### src/rtl/neuron_mac.sv
// Per-neuron multiply-accumulate: issues weight reads, multiplies each sample by its
// returned weight and accumulates a saturated signed sum plus bias over one frame.
module neuron_mac #(
    parameter int numWeight    = 784,
    parameter int dataWidth    = 16,
    parameter int addressWidth = 10
) (
    input  logic                            clk,
    input  logic                            rst_n,
    input  logic signed [dataWidth-1:0]     in_data,
    input  logic                            in_valid,
    input  logic signed [2*dataWidth-1:0]   bias,
    output logic                            w_ren,
    output logic [addressWidth-1:0]         w_radd,
    input  logic signed [dataWidth-1:0]     w_data,
    output logic signed [2*dataWidth-1:0]   out_data,
    output logic                            out_valid,
    output logic                            busy
);
    localparam int AccWidth = 2 * dataWidth;
    localparam logic [addressWidth-1:0] LastAddr = addressWidth'(numWeight - 1);
    localparam logic signed [AccWidth-1:0] SatPos = {1'b0, {(AccWidth-1){1'b1}}};
    localparam logic signed [AccWidth-1:0] SatNeg = {1'b1, {(AccWidth-1){1'b0}}};

    logic [addressWidth-1:0]      addr_q;
    logic signed [dataWidth-1:0]  x_q;
    logic                         v1_q, first1_q, last1_q;
    logic signed [AccWidth-1:0]   prod_q;
    logic                         v2_q, first2_q, last2_q;
    logic signed [AccWidth-1:0]   acc_q;
    logic signed [AccWidth-1:0]   out_data_q;
    logic                         out_valid_q;

    logic signed [AccWidth-1:0]   prod_d;
    logic signed [AccWidth-1:0]   base_d;
    logic signed [AccWidth-1:0]   sum_raw_d;
    logic signed [AccWidth-1:0]   sum_d;
    logic                         ovf_d;

    // Operands are sign-extended to the full width so the product is exact.
    assign prod_d    = AccWidth'(x_q) * AccWidth'(w_data);
    assign base_d    = first2_q ? bias : acc_q;
    assign sum_raw_d = base_d + prod_q;
    assign ovf_d     = (base_d[AccWidth-1] == prod_q[AccWidth-1]) &&
                       (sum_raw_d[AccWidth-1] != base_d[AccWidth-1]);
    assign sum_d     = ovf_d ? (base_d[AccWidth-1] ? SatNeg : SatPos) : sum_raw_d;

    always_ff @(posedge clk) begin
        if (!rst_n) begin
            addr_q      <= '0;
            x_q         <= '0;
            v1_q        <= 1'b0;
            first1_q    <= 1'b0;
            last1_q     <= 1'b0;
            prod_q      <= '0;
            v2_q        <= 1'b0;
            first2_q    <= 1'b0;
            last2_q     <= 1'b0;
            acc_q       <= '0;
            out_data_q  <= '0;
            out_valid_q <= 1'b0;
        end else begin
            v1_q <= in_valid;
            if (in_valid) begin
                x_q      <= in_data;
                first1_q <= (addr_q == '0);
                last1_q  <= (addr_q == LastAddr);
                addr_q   <= (addr_q == LastAddr) ? '0 : addr_q + 1'b1;
            end

            v2_q <= v1_q;
            if (v1_q) begin
                prod_q   <= prod_d;
                first2_q <= first1_q;
                last2_q  <= last1_q;
            end

            out_valid_q <= 1'b0;
            if (v2_q) begin
                if (last2_q) begin
                    acc_q       <= '0;
                    out_data_q  <= sum_d;
                    out_valid_q <= 1'b1;
                end else begin
                    acc_q <= sum_d;
                end
            end
        end
    end

    assign w_ren     = in_valid;
    assign w_radd    = addr_q;
    assign out_data  = out_data_q;
    assign out_valid = out_valid_q;
    assign busy      = (addr_q != '0) | v1_q | v2_q;

endmodule

### config.mk
export PLATFORM = sky130hd
export DESIGN_NAME = neuron_mac
export DESIGN_NICKNAME = d
export VERILOG_FILES = /design/src/rtl/neuron_mac.sv
export SDC_FILE = /design/constraint.sdc
export NUM_CORES = 1
export LEC_CHECK = 0
export CAP_MARGIN = 20
export CORE_UTILIZATION = 30
export DETAILED_ROUTE_END_ITERATION = 7
export PLACE_DENSITY_LB_ADDON = 0.05
export SLEW_MARGIN = 10
export SYNTH_ARGS = -nofsm -noshare
export SYNTH_HDL_FRONTEND = slang
export SYNTH_SLANG_ARGS = --single-unit
export TNS_END_PERCENT = 30
### constraint.sdc
create_clock -name clk -period 9.3 [get_ports clk]
set_input_delay 1.86 -clock clk [delete_from_list [all_inputs] [get_ports clk]]
set_output_delay 1.86 -clock clk [all_outputs]
set_load 0.05 [all_outputs]
==> Yosys cells after proc, flatten, opt, wreduce, memory -nomap -nowiden <==
Cells that the tools add are included.
W data, S select, Z words.
{ "word_totals": {"reg_bits": 129, "latch_bits": 0, "ramBits": 0, "mem_bits_ro": 0, "wordCells": 31, "mem_count": 0} }
{ "classes": {"addsub": 2, "n_mul": 1, "div": 0, "n_lt_le_gt_ge": 0, "eq_ne": 3, "shifts": 0, "muxes": 6, "n_bitwise": 2, "n_reduce_logical": 5} }
{ "ops": {"columns": ["cell", "n"], "rows": [
  ["$mux W32", 4],
  ["$add A32 B32 Y32", 1],
  ["$mul A16 B16 Y32", 1],
  ["$add A10 B1 Y10 const B", 1],
  ["$eq A10 B10 Y1 const B", 1],
  ["$logic_not A10 Y1", 1],
  ["$mux W10", 1],
  ["$reduce_bool A10 Y1", 1],
  ["$reduce_and A2 Y1", 2],
  ["$or A1 B1 Y1", 2],
  ["$eq A1 B1 Y1", 1],
  ["$logic_and A1 B1 Y1", 1],
  ["$mux W1", 1],
  ["$ne A1 B1 Y1", 1]
]} }

==> Depth between registers and ports, before layout <==
{ "depth": {"ltp_word": 6, "ltp_mapped": 24, "mapped_depth_nobuf": 23} }

==> Least setup slack after synthesis <==
No wires, ideal clock.
{ "synth_path": {"kind": "input to register", "start": "input port w_data[1]", "end": "register prod_q[30]", "setup_ns": 0.134, "arrival_ns": 7.699, "required_ns": 9.166, "path_slack_ns": 1.467, "path_stages": 18, "cell_sequence": "clkbuf_1 > nand2_1 > inv_1 > fa_1 > fa_1 > fa_1 > fa_1 > fa_1 > inv_1 > fa_1 > inv_1 > ha_1 > a2111oi_0 > a21oi_1 > a221oi_1 > o21ai_0 > and4_1 > or4_1"} }
{ "synth_between": {"elab_chain_cells": 1} }
{ "synth_rtl": {"columns": ["element", "line_no", "source"], "rows": [
  ["from (decl)", "15", "input logic signed [dataWidth-1:0] w_data,"],
  ["$mul A16 B16 Y32", "41", "assign prod_d = AccWidth'(x_q) * AccWidth'(w_data);"],
  ["to (signal assigned)", "73", "prod_q <= prod_d;"],
  ["to (decl)", "28", "logic signed [AccWidth-1:0] prod_q;"]
]} }
No other way between the ends.
A chain may end at the register's enable or synchronous reset.

==> Worst setup path after layout <==
{ "layout_path": {"start": "input port w_data[5]", "end": "register prod_q[30]"} }
The elaborated chain is that of the path after synthesis.

==> flow_metrics.py <==
metrics = {
    "sta": {
        "grt_setup_unrepaired": "no",
        "worst_slew_pin_slew_ns": 0.925,
        "final_min_period_over_clock_period_pct": 89.3,
        "report.final.hold_viol_count": 0,
        "slew_violations": 0,
        "setup_violations": 0,
        "timing.max_slew.rel_slack_pct": 38.3,
        "tns_ns": 0,
        "finalClockSkew_ns": 0.0184,
        "min_period_ns": 8.30,
        "fmaxAchievable_mhz": 120,
    },
    "clock_tree": {
        "cts.path.max_buffers": 2,
        "clock_insertion_delay_worst_skew_ns": 0.44,
        "cts_root_buf": "sky130_fd_sc_hd__clkbuf_16",
        "post-cts-setup-buffers": 0,
        "clk_pin_slew_worst_paths_ns": 0.06,
        "cts.hold.buffers_added": 0,
        "cts_tree": "done",
        "clock_tree.htree_level_count": 4,
        "tritoncts.num_buffers": 17,
        "cts-resized-gates": 0,
        "tritoncts_num_sinks": 129,
    },
    "synthesis": {
        "synth.top_cells.by_area": "sky130_fd_sc_hd__fa_1, sky130_fd_sc_hd__dfxtp_1, sky130_fd_sc_hd__ha_1",
        "synth.ff_latch_count": 129,
        "synth-seq-area-share_pct": 15.6,
        "synthArstFlopShare_pct": 0,
        "synth_top_area_cell": "sky130_fd_sc_hd__fa_1",
        "netlist_area_mm2": 0.0166,
        "yosys_warnings": 0,
        "syn_area_per_cell_um2": 8.98,
        "yosysUniqueCellTypes": 71,
        "synth_edf_count": 0,
        "syn-num-nets": 2292,
        "synth_top_area_share_pct": 31.8,
        "synth_ff_type": "sky130_fd_sc_hd__dfxtp_1",
        "synthCells": 1847,
    },
    "setup_path": {
        "cp.arrival_ns": 8.61,
        "r2r-start": "x_q[15]",
        "slack_of_the_worst_reg_to_reg_path_ns": 2.29,
        "critical_path_class": "input pin to flop",
        "worst-endpoint-required_ns": 9.61,
        "cp-startpoint": "w_data[5]",
        "peak_fanout_along_the_critical_path": 16,
        "crit_path_start_kind": "input pin",
        "cp-end-kind": "flop",
    },
    "global_route": {
        "groute.usage.overall_pct": 17.4,
        "antenna_found_initial": 3,
        "via_count_of_the_first_global_routing_pass": 13600,
        "grt_first_pass_wirelength_um": 75100,
        "grt_max_degree": 75,
        "grt_overflow_total": 0,
    },
    "finish": {
        "layout-drive-gt1-share_pct": 5.92,
        "num-nets-final": 2376,
        "antenna_cells": 0,
        "synthToLayoutAreaGrowth_pct": 14.9,
        "fillers": 5656,
        "final_core_utilization_pct": 35.1,
    },
    "power": {
        "power_per_unit_of_standard_cell_area_mw_per_mm2": 196,
        "total_power_mw": 3.73,
        "p_leak_nw": 8.88,
        "worst_ir_drop_vdd_mv": 0.158,
    },
    "min_path": {
        "timing.hold.worst.class": "flop to flop",
        "hold_start": "acc_q[3]",
    },
    "routing": {
        "routed-via-count": 12400,
        "wl_um": 45600,
        "average_via_count_per_standard_cell": 4.71,
        "drtPass1Iterations": 5,
        "antenna_violating_nets_post_route": 0,
        "1st_iter_drt_viols": 447,
        "post-route-drc-count": 0,
        "drt-wirelength-per-cell_um": 17.3,
    },
    "place": {
        "hpwl_um": 37700,
        "gp_congestion": 0.819,
        "io_buffer_count": 111,
    },
    "die": {
        "die_width_um": 237,
        "die_area_mm2": 0.0562,
        "std_cell_rows": 85,
        "io-pin-count": 112,
        "starting_density_of_the_core_pct": 30.6,
        "die_height_um": 237,
        "core-area_mm2": 0.0542,
    },
    "run": {
        "drv_cap": 0,
    },
    "outcome": {
        "outcome": "finished clean",
    },
}
## routing by layer
metal,share of wire (%),GRT usage (%),up-vias
met5,0,0,-
met4,1.1,3.40,0
met3,2.0,1.82,26
met2,51,31.3,142
met1,46,22.4,6224
li1,-,-,6034
## flip-flops by register name, summed over array words and instances, names as in the netlist
signal     flops
acc_q         32
first1_q       1
first2_q       1
last1_q        1
last2_q        1
out_data      32
out_valid      1
prod_q        32
v1_q           1
v2_q           1
w_radd        10
x_q           16
## path summary, 6_finish.rpt
kind / end / cells past startpoint
max: prod_q[30] / 18
min: acc_q[3] / 2
max reg2reg: prod_q[30] / 17
min reg2reg: acc_q[3] / 2
## cell families after synthesis
group	after synthesis	synth area share, %
AOI/OAI and AO/OA	260	10.4
xor gates and xnor gates	67	3.54
adders and majority gates	379	40.5
buffers and inverters	380	8.72
DFF	129	15.6
muxes	70	4.45
and+or+nand+nor	562	16.8
## cell type report
| type | count | area (µm²) | share of cell area, % |
|---|---|---|---|
| inverters | 304 | 1140 | 5.99 |
| multi-input cells | 1338 | 12600 | 65.9 |
| clock inverters | 14 | 129 | 0.676 |
| clock buffers | 18 | 439 | 2.31 |
| flip-flops and latches | 129 | 2580 | 13.6 |
| repair buffers | 141 | 1330 | 7.00 |
| well taps | 696 | 871 | 4.57 |
## worst max-delay path, stage by stage
cell and delay [ns]:
sky130_fd_sc_hd__clkdlybuf4s50_1 0.83, sky130_fd_sc_hd__nand2_1 0.21, sky130_fd_sc_hd__fa_1 0.58, sky130_fd_sc_hd__inv_1 0.07, sky130_fd_sc_hd__fa_1 0.78, sky130_fd_sc_hd__fa_1 0.53
sky130_fd_sc_hd__fa_1 0.51, sky130_fd_sc_hd__fa_1 0.49, sky130_fd_sc_hd__inv_1 0.05, sky130_fd_sc_hd__fa_1 0.47, sky130_fd_sc_hd__inv_1 0.04, sky130_fd_sc_hd__ha_1 0.34
sky130_fd_sc_hd__a2111oi_0 0.41, sky130_fd_sc_hd__a21oi_1 0.15, sky130_fd_sc_hd__a221oi_1 0.39, sky130_fd_sc_hd__o21ai_0 0.18, sky130_fd_sc_hd__and4_1 0.21, sky130_fd_sc_hd__or4_1 0.49
## synthesized netlist by cell type, types with 20 or more instances
cell / n
sky130_fd_sc_hd__mux2_2: 30
sky130_fd_sc_hd__fa_1: 263
sky130_fd_sc_hd__inv_1: 304
sky130_fd_sc_hd__and2_1: 135
sky130_fd_sc_hd__a21oi_1: 59
sky130_fd_sc_hd__dfxtp_1: 129
sky130_fd_sc_hd__ha_1: 115
sky130_fd_sc_hd__o21ai_0: 79
sky130_fd_sc_hd__nand3_1: 20
sky130_fd_sc_hd__xor2_1: 23
sky130_fd_sc_hd__nor2b_1: 46
sky130_fd_sc_hd__a21o_1: 21
sky130_fd_sc_hd__nor2_1: 70
sky130_fd_sc_hd__nand2_1: 221
sky130_fd_sc_hd__clkbuf_1: 61
sky130_fd_sc_hd__xnor2_1: 44
sky130_fd_sc_hd__mux2i_1: 40
## where the power goes
group	internal [mW]	switching [mW]	leakage, nW
Combinational	1.04	1.39	7.56
Sequential	0.593	0.0475	1.05
Clock	0.377	0.283	0.273
Total	2.01	1.72	8.88
## cells in the final DEF (no fill, tap or decap), types with 23 or more instances in the layout
cell type	synthesis	layout
sky130_fd_sc_hd__o21ai_0	79	79
sky130_fd_sc_hd__xor2_1	23	23
sky130_fd_sc_hd__a21oi_1	59	59
sky130_fd_sc_hd__clkdlybuf4s50_1	0	109
sky130_fd_sc_hd__fa_1	263	263
sky130_fd_sc_hd__ha_1	115	115
sky130_fd_sc_hd__nand2_1	221	221
sky130_fd_sc_hd__xnor2_1	44	44
sky130_fd_sc_hd__mux2i_1	40	40
sky130_fd_sc_hd__buf_4	1	29
sky130_fd_sc_hd__dfxtp_1	129	128
sky130_fd_sc_hd__mux2_2	30	30
sky130_fd_sc_hd__inv_1	304	304
sky130_fd_sc_hd__nor2_1	70	70
sky130_fd_sc_hd__and2_1	135	135
sky130_fd_sc_hd__nor2b_1	46	45
## metrics by stage
step           area, µm²  instances  hold WS [ns]  worst slack [ns]
2_1_floorplan      16600       1847         0.421              1.47
3_3_place_gp       18500       2607         0.429             0.533
3_5_place_dp       18500       2607         0.438             0.551
4_1_cts            19000       2639         0.448             0.996
5_1_grt            19100       2640         0.465             0.596
6_report           19100       2640         0.448             0.995
No activity file was read; power rests on OpenSTA's default activity.
